[config.mk]
export PLATFORM = sky130hd
export DESIGN_NAME = mem_rmw_store
export DESIGN_NICKNAME = d
export VERILOG_FILES = /design/src/rtl/mem_rmw_store.sv
export SDC_FILE = /design/constraint.sdc
export NUM_CORES = 1
export LEC_CHECK = 0
export CORE_MARGIN = 5
export CORE_UTILIZATION = 41
export DETAILED_ROUTE_END_ITERATION = 10
export PLACE_DENSITY = 0.8
export SLEW_MARGIN = 25
export SYNTH_ARGS = -nofsm -noshare
export SYNTH_HDL_FRONTEND = slang
export SYNTH_SLANG_ARGS = --single-unit
export TNS_END_PERCENT = 1
[constraint.sdc]
create_clock -name clk -period 2.3 [get_ports clk]
set_clock_uncertainty 0.15 [all_clocks]
set_input_delay 0.46 -clock clk [delete_from_list [all_inputs] [get_ports clk]]
set_output_delay 0.46 -clock clk [all_outputs]
set_load 0.02 [all_outputs]
[src/rtl/mem_rmw_store.sv]
// mem_rmw_store: read-modify-write store engine between the CPU store path
// and a word-wide, word-addressed data memory.
//
// Ports:
//   clk, rst_n                  clock, synchronous active-low reset
//   reqValid/reqReady           store request handshake (reqReady = idle)
//   reqAddr, reqData, reqMode   byte address, right-aligned data, size code
//   respValid/respFault         one-cycle completion pulse and its fault flag
//   memReq, memWe, memAddr      memory request, write enable, word address
//   memWdata                    merged write data
//   memGnt                      memory accepts the current request
//   memRvalid, memRdata         read data return
module mem_rmw_store #(
  parameter int WORD_W = 32,
  parameter int ADDR_W = 32
) (
  input  logic                               clk,
  input  logic                               rst_n,
  input  logic                               reqValid,
  output logic                               reqReady,
  input  logic [ADDR_W-1:0]                  reqAddr,
  input  logic [WORD_W-1:0]                  reqData,
  input  logic [1:0]                         reqMode,
  output logic                               respValid,
  output logic                               respFault,
  output logic                               memReq,
  output logic                               memWe,
  output logic [ADDR_W-$clog2(WORD_W/8)-1:0] memAddr,
  output logic [WORD_W-1:0]                  memWdata,
  input  logic                               memGnt,
  input  logic                               memRvalid,
  input  logic [WORD_W-1:0]                  memRdata
);

  localparam int LANES = WORD_W / 8;
  localparam int OFF_W = $clog2(LANES);
  // Largest legal mode: its size equals the full memory word.
  localparam logic [1:0] MAX_MODE = 2'(OFF_W);

  typedef enum logic [2:0] {
    S_IDLE,
    S_READ,
    S_WAIT,
    S_WRITE,
    S_RESP
  } state_t;

  state_t                    state_q, state_d;
  logic [ADDR_W-OFF_W-1:0]   addr_q, addr_d;
  logic [WORD_W-1:0]         data_q, data_d;   // store data already shifted into its lanes
  logic [LANES-1:0]          lane_q, lane_d;   // byte lanes written by the store
  logic [WORD_W-1:0]         wdata_q, wdata_d;
  logic                      fault_q, fault_d;

  logic [OFF_W-1:0]          req_off;
  logic                      req_misalign;
  logic                      req_fault;
  logic                      req_full;
  logic [LANES-1:0]          req_lanes;
  logic [WORD_W-1:0]         merged;

  assign req_off = reqAddr[OFF_W-1:0];

  // Request decode: alignment requires the low reqMode offset bits to be zero.
  always_comb begin
    req_misalign = 1'b0;
    req_lanes    = '0;
    for (int unsigned i = 0; i < OFF_W; i++) begin
      if (i < 32'(reqMode) && req_off[i]) req_misalign = 1'b1;
    end
    for (int unsigned i = 0; i < LANES; i++) begin
      req_lanes[i] = (i >= 32'(req_off)) && (i < 32'(req_off) + (32'd1 << reqMode));
    end
    req_fault = (reqMode > MAX_MODE) || req_misalign;
    req_full  = (reqMode == MAX_MODE);
  end

  // Lane merge of latched store data over the returned memory word.
  always_comb begin
    merged = '0;
    for (int unsigned i = 0; i < LANES; i++) begin
      merged[8*i +: 8] = lane_q[i] ? data_q[8*i +: 8] : memRdata[8*i +: 8];
    end
  end

  always_comb begin
    state_d = state_q;
    addr_d  = addr_q;
    data_d  = data_q;
    lane_d  = lane_q;
    wdata_d = wdata_q;
    fault_d = fault_q;
    unique case (state_q)
      S_IDLE: begin
        if (reqValid) begin
          addr_d  = reqAddr[ADDR_W-1:OFF_W];
          data_d  = reqData << {req_off, 3'b000};
          lane_d  = req_lanes;
          fault_d = req_fault;
          if (req_fault) begin
            state_d = S_RESP;
          end else if (req_full) begin
            wdata_d = reqData;
            state_d = S_WRITE;
          end else begin
            state_d = S_READ;
          end
        end
      end
      S_READ:  if (memGnt) state_d = S_WAIT;
      S_WAIT: begin
        if (memRvalid) begin
          wdata_d = merged;
          state_d = S_WRITE;
        end
      end
      S_WRITE: if (memGnt) state_d = S_RESP;
      S_RESP:  state_d = S_IDLE;
      default: state_d = S_IDLE;
    endcase
  end

  always_ff @(posedge clk) begin
    if (!rst_n) begin
      state_q <= S_IDLE;
      addr_q  <= '0;
      data_q  <= '0;
      lane_q  <= '0;
      wdata_q <= '0;
      fault_q <= 1'b0;
    end else begin
      state_q <= state_d;
      addr_q  <= addr_d;
      data_q  <= data_d;
      lane_q  <= lane_d;
      wdata_q <= wdata_d;
      fault_q <= fault_d;
    end
  end

  // Outputs decode registered state only; they hold steady while a grant is pending.
  assign reqReady  = (state_q == S_IDLE);
  assign respValid = (state_q == S_RESP);
  assign respFault = (state_q == S_RESP) && fault_q;
  assign memReq    = (state_q == S_READ) || (state_q == S_WRITE);
  assign memWe     = (state_q == S_WRITE);
  assign memAddr   = addr_q;
  assign memWdata  = wdata_q;

endmodule

# ---- After elaboration in Yosys (flattened, before gate mapping)
# Cells that the tools add are included.
dict set report totals {
  regBits 102
  latchBits 0
  mem_bits_rw 0
  rom_bits 0
  input_bits 103
  output_inout_bits 67
  elab_cells 61
  mem_count 0
}
dict set report classes {
  add_sub_neg 1
  n_mul 0
  div_mod_pow 0
  magnitude_cmp 10
  eq_ne 11
  n_shift 2
  mux 18
  bitwise_logic 0
  reduce_logical 13
}
# cell count
set op_table {}
lappend op_table {{2-to-1 mux 32 bit} 4}
lappend op_table {{less-than comparator 1 x 32 -> 1 bit (first input constant)} 2}
lappend op_table {{less-than comparator 2 x 32 -> 1 bit (first input constant)} 2}
lappend op_table {{case mux 32 bit (2 select lines)} 1}
lappend op_table {{adder 2 x 32 -> 32 bit} 1}
lappend op_table {{2-to-1 mux 8 bit} 4}
lappend op_table {{<< shifter 1 x 2 -> 32 bit (first input constant)} 1}
lappend op_table {{<< shifter 32 x 5 -> 32 bit} 1}
lappend op_table {{2-to-1 mux 3 bit} 5}
lappend op_table {{case mux 3 bit (4 select lines)} 1}
lappend op_table {{inequality test 2 bit (second input constant)} 4}
lappend op_table {{equality test 3 x 2 -> 1 bit (second input constant)} 2}
lappend op_table {{logical AND 1 bit} 6}
lappend op_table {{AND reduction 5 bit} 1}
lappend op_table {{greater-or-equal comparator 1 x 2 -> 1 bit (first input constant)} 2}
lappend op_table {{less-than comparator 1 x 2 -> 1 bit (first input constant)} 2}
lappend op_table {{inequality test 2 x 1 -> 1 bit (second input constant)} 2}
lappend op_table {{AND reduction 4 bit} 1}
lappend op_table {{equality test 3 x 1 -> 1 bit (second input constant)} 1}
lappend op_table {{equality test 3 bit (second input constant)} 1}
lappend op_table {{zero test 3 bit} 1}
lappend op_table {{equality test 2 bit (second input constant)} 1}
lappend op_table {{greater-or-equal comparator 2 bit (first input constant)} 1}
lappend op_table {{greater-than comparator 2 bit (second input constant)} 1}
lappend op_table {{other kinds (5)} 7}

# ---- Depth between registers and ports, before layout
dict set report logic_depth {
  word_depth 8
  depth_mapped 8
  mapped_depth_nobuf 8
}

# ---- Worst setup path after synthesis
# No wires, ideal clock.
dict set report synth_timing {
  kind {input to register}
  start {input port reqAddr[1]}
  end {register lane_q[2]}
  setup_ns 0.132
  arrival_ns 2.021
  required_time_ns 2.018
  slack_ns -0.003
  cell_stages 8
  path_buffers 2
  cell_sequence {buf_2 -> clkinv_1 -> clkbuf_1 -> fa_1 -> nor4b_1 -> a22o_1 -> a221o_1 -> a21oi_1}
}
dict set report synth_between {
  elab_chain_cells 3
}
# element line_no
set synth_rtl {}
lappend synth_rtl {{from (decl)} 21} ;# input logic [ADDR_W-1:0] reqAddr,
lappend synth_rtl {{adder 2 x 32 -> 32 bit} 72} ;# req_lanes[i] = (i >= 32'(req_off)) && (i < 32'(req_off) + (32'd1 << reqMode));
lappend synth_rtl {{less-than comparator 2 x 32 -> 1 bit} 72}
lappend synth_rtl {{logical AND 1 bit *} 72}
lappend synth_rtl {{to (signal assigned)} 135} ;# lane_q <= lane_d;
lappend synth_rtl {{to (decl)} 51} ;# logic [LANES-1:0] lane_q, lane_d;
# Every way passes the cells marked *; elsewhere a longest branch is shown, timed or not.
# A chain may end at the register's enable or synchronous reset.

# ---- Worst setup path after layout
dict set report layout_timing {
  start {input port reqValid}
  end {register wdata_q[11] (netlist: memWdata[11])}
}
dict set report layout_between {
  elab_chain_cells 2
}
# element line_no
set layout_rtl {}
lappend layout_rtl {{from (decl)} 19} ;# input logic reqValid,
lappend layout_rtl {{inequality test 2 bit (no line)} --}
lappend layout_rtl {{AND reduction 5 bit (no line)} --}
lappend layout_rtl {{to (signal assigned)} 136} ;# wdata_q <= wdata_d;
lappend layout_rtl {{to (decl)} 52} ;# logic [WORD_W-1:0] wdata_q, wdata_d;
# Every way passes these cells.

==> metrics.md <==
| Metric | Value |
|---|---|
| Hold Startpoint | memAddr[8] |
| Clk_lat worst skew | 340 ps |
| Setup crit start kind | input port |
| Synthesized area | 4880 sq um |
| Vias in the first global route | 4949 |
| Area Overhead vs Synth | 45.5% |
| PortBufs | 169 |
| ANT cells | 0 |
| CTS tree | yes |
| Hold Path Cell Cnt | 2 |
| Synth cell types | 39 |
| Share of cells above drive strength 1 | 0.0738 |
| Setup CP Type | in2reg |
| Final slew viol count | 0 |
| Internal reg-to-reg setup slack | 210 ps |
| Clk pin slew, worst setup/hold paths | 70 ps |
| Cells on worst reg2reg path | 5 |
| Max_cap viols | 0 |
| Static Leak | 2.54 nW |
| Antenna violations before repair | 1 |
| Post-synthesis sequential area ratio | 0.418 |
| Pre-antenna DRT Iters | 4 |
| Ys flop type | dfxtp_1 |
| Synth warn | 0 |
| Rows | 39 |
| Final nets | 861 |
| Tot Pwr | 5.08 mW |
| Largest family of logic cells by synthesized area | simple AND/OR/NAND/NOR gates |
| # setup viols final | 0 |
| Post-synth top cells | 133 x nand2_1, 102 x dfxtp_1, 92 x a21oi_1, 50 x mux2i_1, 35 x nand2b_1 |
| Synth Area in Compound Gates | 0.178 |
| Status | completed |
| Final period utilization | 0.974 |
| Number of remaining DRC errors | 0 |
| Overall die height | 119 microns |
| GPL Wtd Cong | 0.847 |
| Worst hold path endpoint | memAddr[8] |
| Non-Filler Instances | 902 |
| # IOs | 170 |
| Worst Tran Pin Value | 626 ps |
| DP Cell Count | 886 |
| Synth Area per Inst | 8.09 sq um |
| Iteration-0 DRC Markers | 315 |
| Slew headroom | 0.581 |
| Fin. Hold Viols | 0 |
| Critical path arrival | 2360 ps |
| DR vias/cell | 5.51 |
| Clk pwr share | 0.330 |
| Syn Nets | 711 |
| Pin count of the biggest net entering global routing | 65 |
| CTS Hold Bufs | 0 |
| Setup TNS | 0 ps |
| Fmax | 447 MHz |
| Mux contribution to synthesized area | 0.119 |
| Crit path required time | 2420 ps |
| Post-synthesis async set-or-reset flop share | 0 |
| Internal | 3.53 mW |
| Maximum fanout along the worst path | 40 |
| Most frequent cell after synthesis | nand2_1 |
| H-tree levels | 3 |
| Synth Area in Adders | 0.0118 |
| Total die area | 14200 sq um |
| Post-synth EDFFs | 0 |
| Post-layout min period | 2240 ps |
| Crit. End Element | flop |
| FF-to-FF End | memWdata[11] |
| Routed wire length | 15200 microns |
| Hpwl dp | 11100 microns |
| CTS root buffer | clkbuf_16 |
| Post-route cell area | 7100 sq um |
| Yosys top cell area share | 0.418 |
| Flop pwr share | 0.406 |
| Via count | 4966 |
| DP Worst Slack | -473 ps |
| Gr usage total | 0.206 |
| Post-synthesis register bit count | 102 |
| Max VDD drop | 481 uV |
| Initial Util | 0.422 |
| RSZ-0062 raised after global routing | true |
| Combinational share of power | 0.264 |
| XOR/XNOR share of the synthesized area | 0 |
| Post-DRT Antenna Nets | 0 |
| Power density cells | 714 nW/um^2 |
| Placeable Area | 11600 sq um |
| Hold Path Class | reg2reg |
| Sw Share | 0.305 |
| WL per Instance | 16.9 microns |
| P_sw | 1.55 mW |
| Setup WS post-layout | 60.5 ps |
| Yosys top cell by area | dfxtp_1 |
| Clk sinks | 102 |
| Clock Tree Buf Depth | 2 |
| CTS buffer count | 9 |
| Simple-Gate Fraction of Synth Area | 0.218 |
| Die span in x | 119 microns |
| Top post-synthesis cells by area | dfxtp_1 42%, mux2i_1 10%, nand2_1 10% |
| Placed Area | 6740 sq um |
| Cells after synthesis | 604 |
| First-pass GRT wire length | 24400 microns |
| RR Startpoint | state_q[2] |
| Total grt overflow | 0 |
==> cell type report <==
type	instances	area [sq um]
Fill cell	992	4460
Multi-Input combinational cell	441	2610
Sequential cell	102	2040
Timing Repair Buffer	191	1920
Clock buffer	9	225
Tap cell	143	179
Clock inverter	7	101
Inverter	9	33.8
==> layer usage <==
layer	GRT usage	routed length, microns	vias up
met5	0	11	-
met4	0.0659	238	2
met3	0.0573	1250	24
met2	0.357	7380	219
met1	0.247	6340	2341
li1	-	-	2380
==> logic make-up (layout without fill, tap and decap cells) <==
| logic type | after synthesis | count (layout) |
|---|---|---|
| muxes | 57 | 57 |
| buffers and inverters | 61 | 216 |
| and+or+nand+nor | 237 | 237 |
| DFF | 102 | 102 |
| adders and majority gates | 4 | 4 |
| AOI/OAI and AO/OA | 143 | 143 |
==> critical path, stage by stage <==
cell	delay, ps
clkdlybuf4s50_1	490
or4b_2	660
o32ai_4	210
buf_12	230
o211ai_1	130
a21oi_1	160
==> state kept, by name, indices dropped and copies added (netlist names) <==
signal / flops
data_q: 32
memWdata: 32
memAddr: 30
lane_q: 4
state_q: 3
fault_q: 1
==> timing repair <==
item / 4_1_cts / 5_1_grt
setup endpoints to repair: 38 / 37
pin swaps: 5 / 5
buffers inserted: 0 / 0
cloned: 0 / 0
resized for setup: 5 / 10
==> cell usage in the layout, fill, tap and decap left out, types with 2 or more instances in the layout <==
cell / instances
and2_1: 3
dlygate4sd2_1: 4
nand3_1: 17
dlymetal6s2s_1: 4
o22ai_1: 2
ha_1: 2
a221oi_1: 6
nor2_1: 22
a21oi_1: 92
inv_1: 7
clkinvlp_4: 2
inv_6: 3
nor3_1: 18
dfxtp_1: 102
bufinv_16: 2
nand2_1: 133
clkdlybuf4s50_1: 161
buf_12: 4
buf_4: 17
mux2_2: 7
o211ai_1: 32
nand2b_1: 35
clkbuf_16: 9
o21ai_0: 3
mux2i_1: 50
==> power groups by stage <==
| stage | Sequential (mW) | Combinational (mW) | Clock [mW] |
|---|---|---|---|
| global placement | 2.09 | 1.31 | 0 |
| CTS | 2.06 | 1.34 | 1.69 |
| global route | 2.08 | 1.46 | 1.76 |
| finish | 2.06 | 1.34 | 1.67 |
| detailed placement | 2.10 | 1.34 | 0 |
| floorplan | 2.15 | 0.689 | 0 |
==> stage by stage <==
step,util,hold slack [ps]
2_1_floorplan,-,282
3_3_place_gp,0.583,287
3_5_place_dp,0.583,296
4_1_cts,0.611,306
5_1_grt,0.614,324
6_report,0.614,305
==> worst max path at each step <==
stage	from	to
after global placement	reqMode[0]	memWdata[15]
after global routing	reqValid	lane_q[2]
final	reqValid	memWdata[11]
after floorplan	reqAddr[1]	lane_q[2]
after CTS	reqMode[1]	memWdata[11]
after detailed placement	reqMode[0]	memWdata[27]
Power figures use the tool's default switching activity.
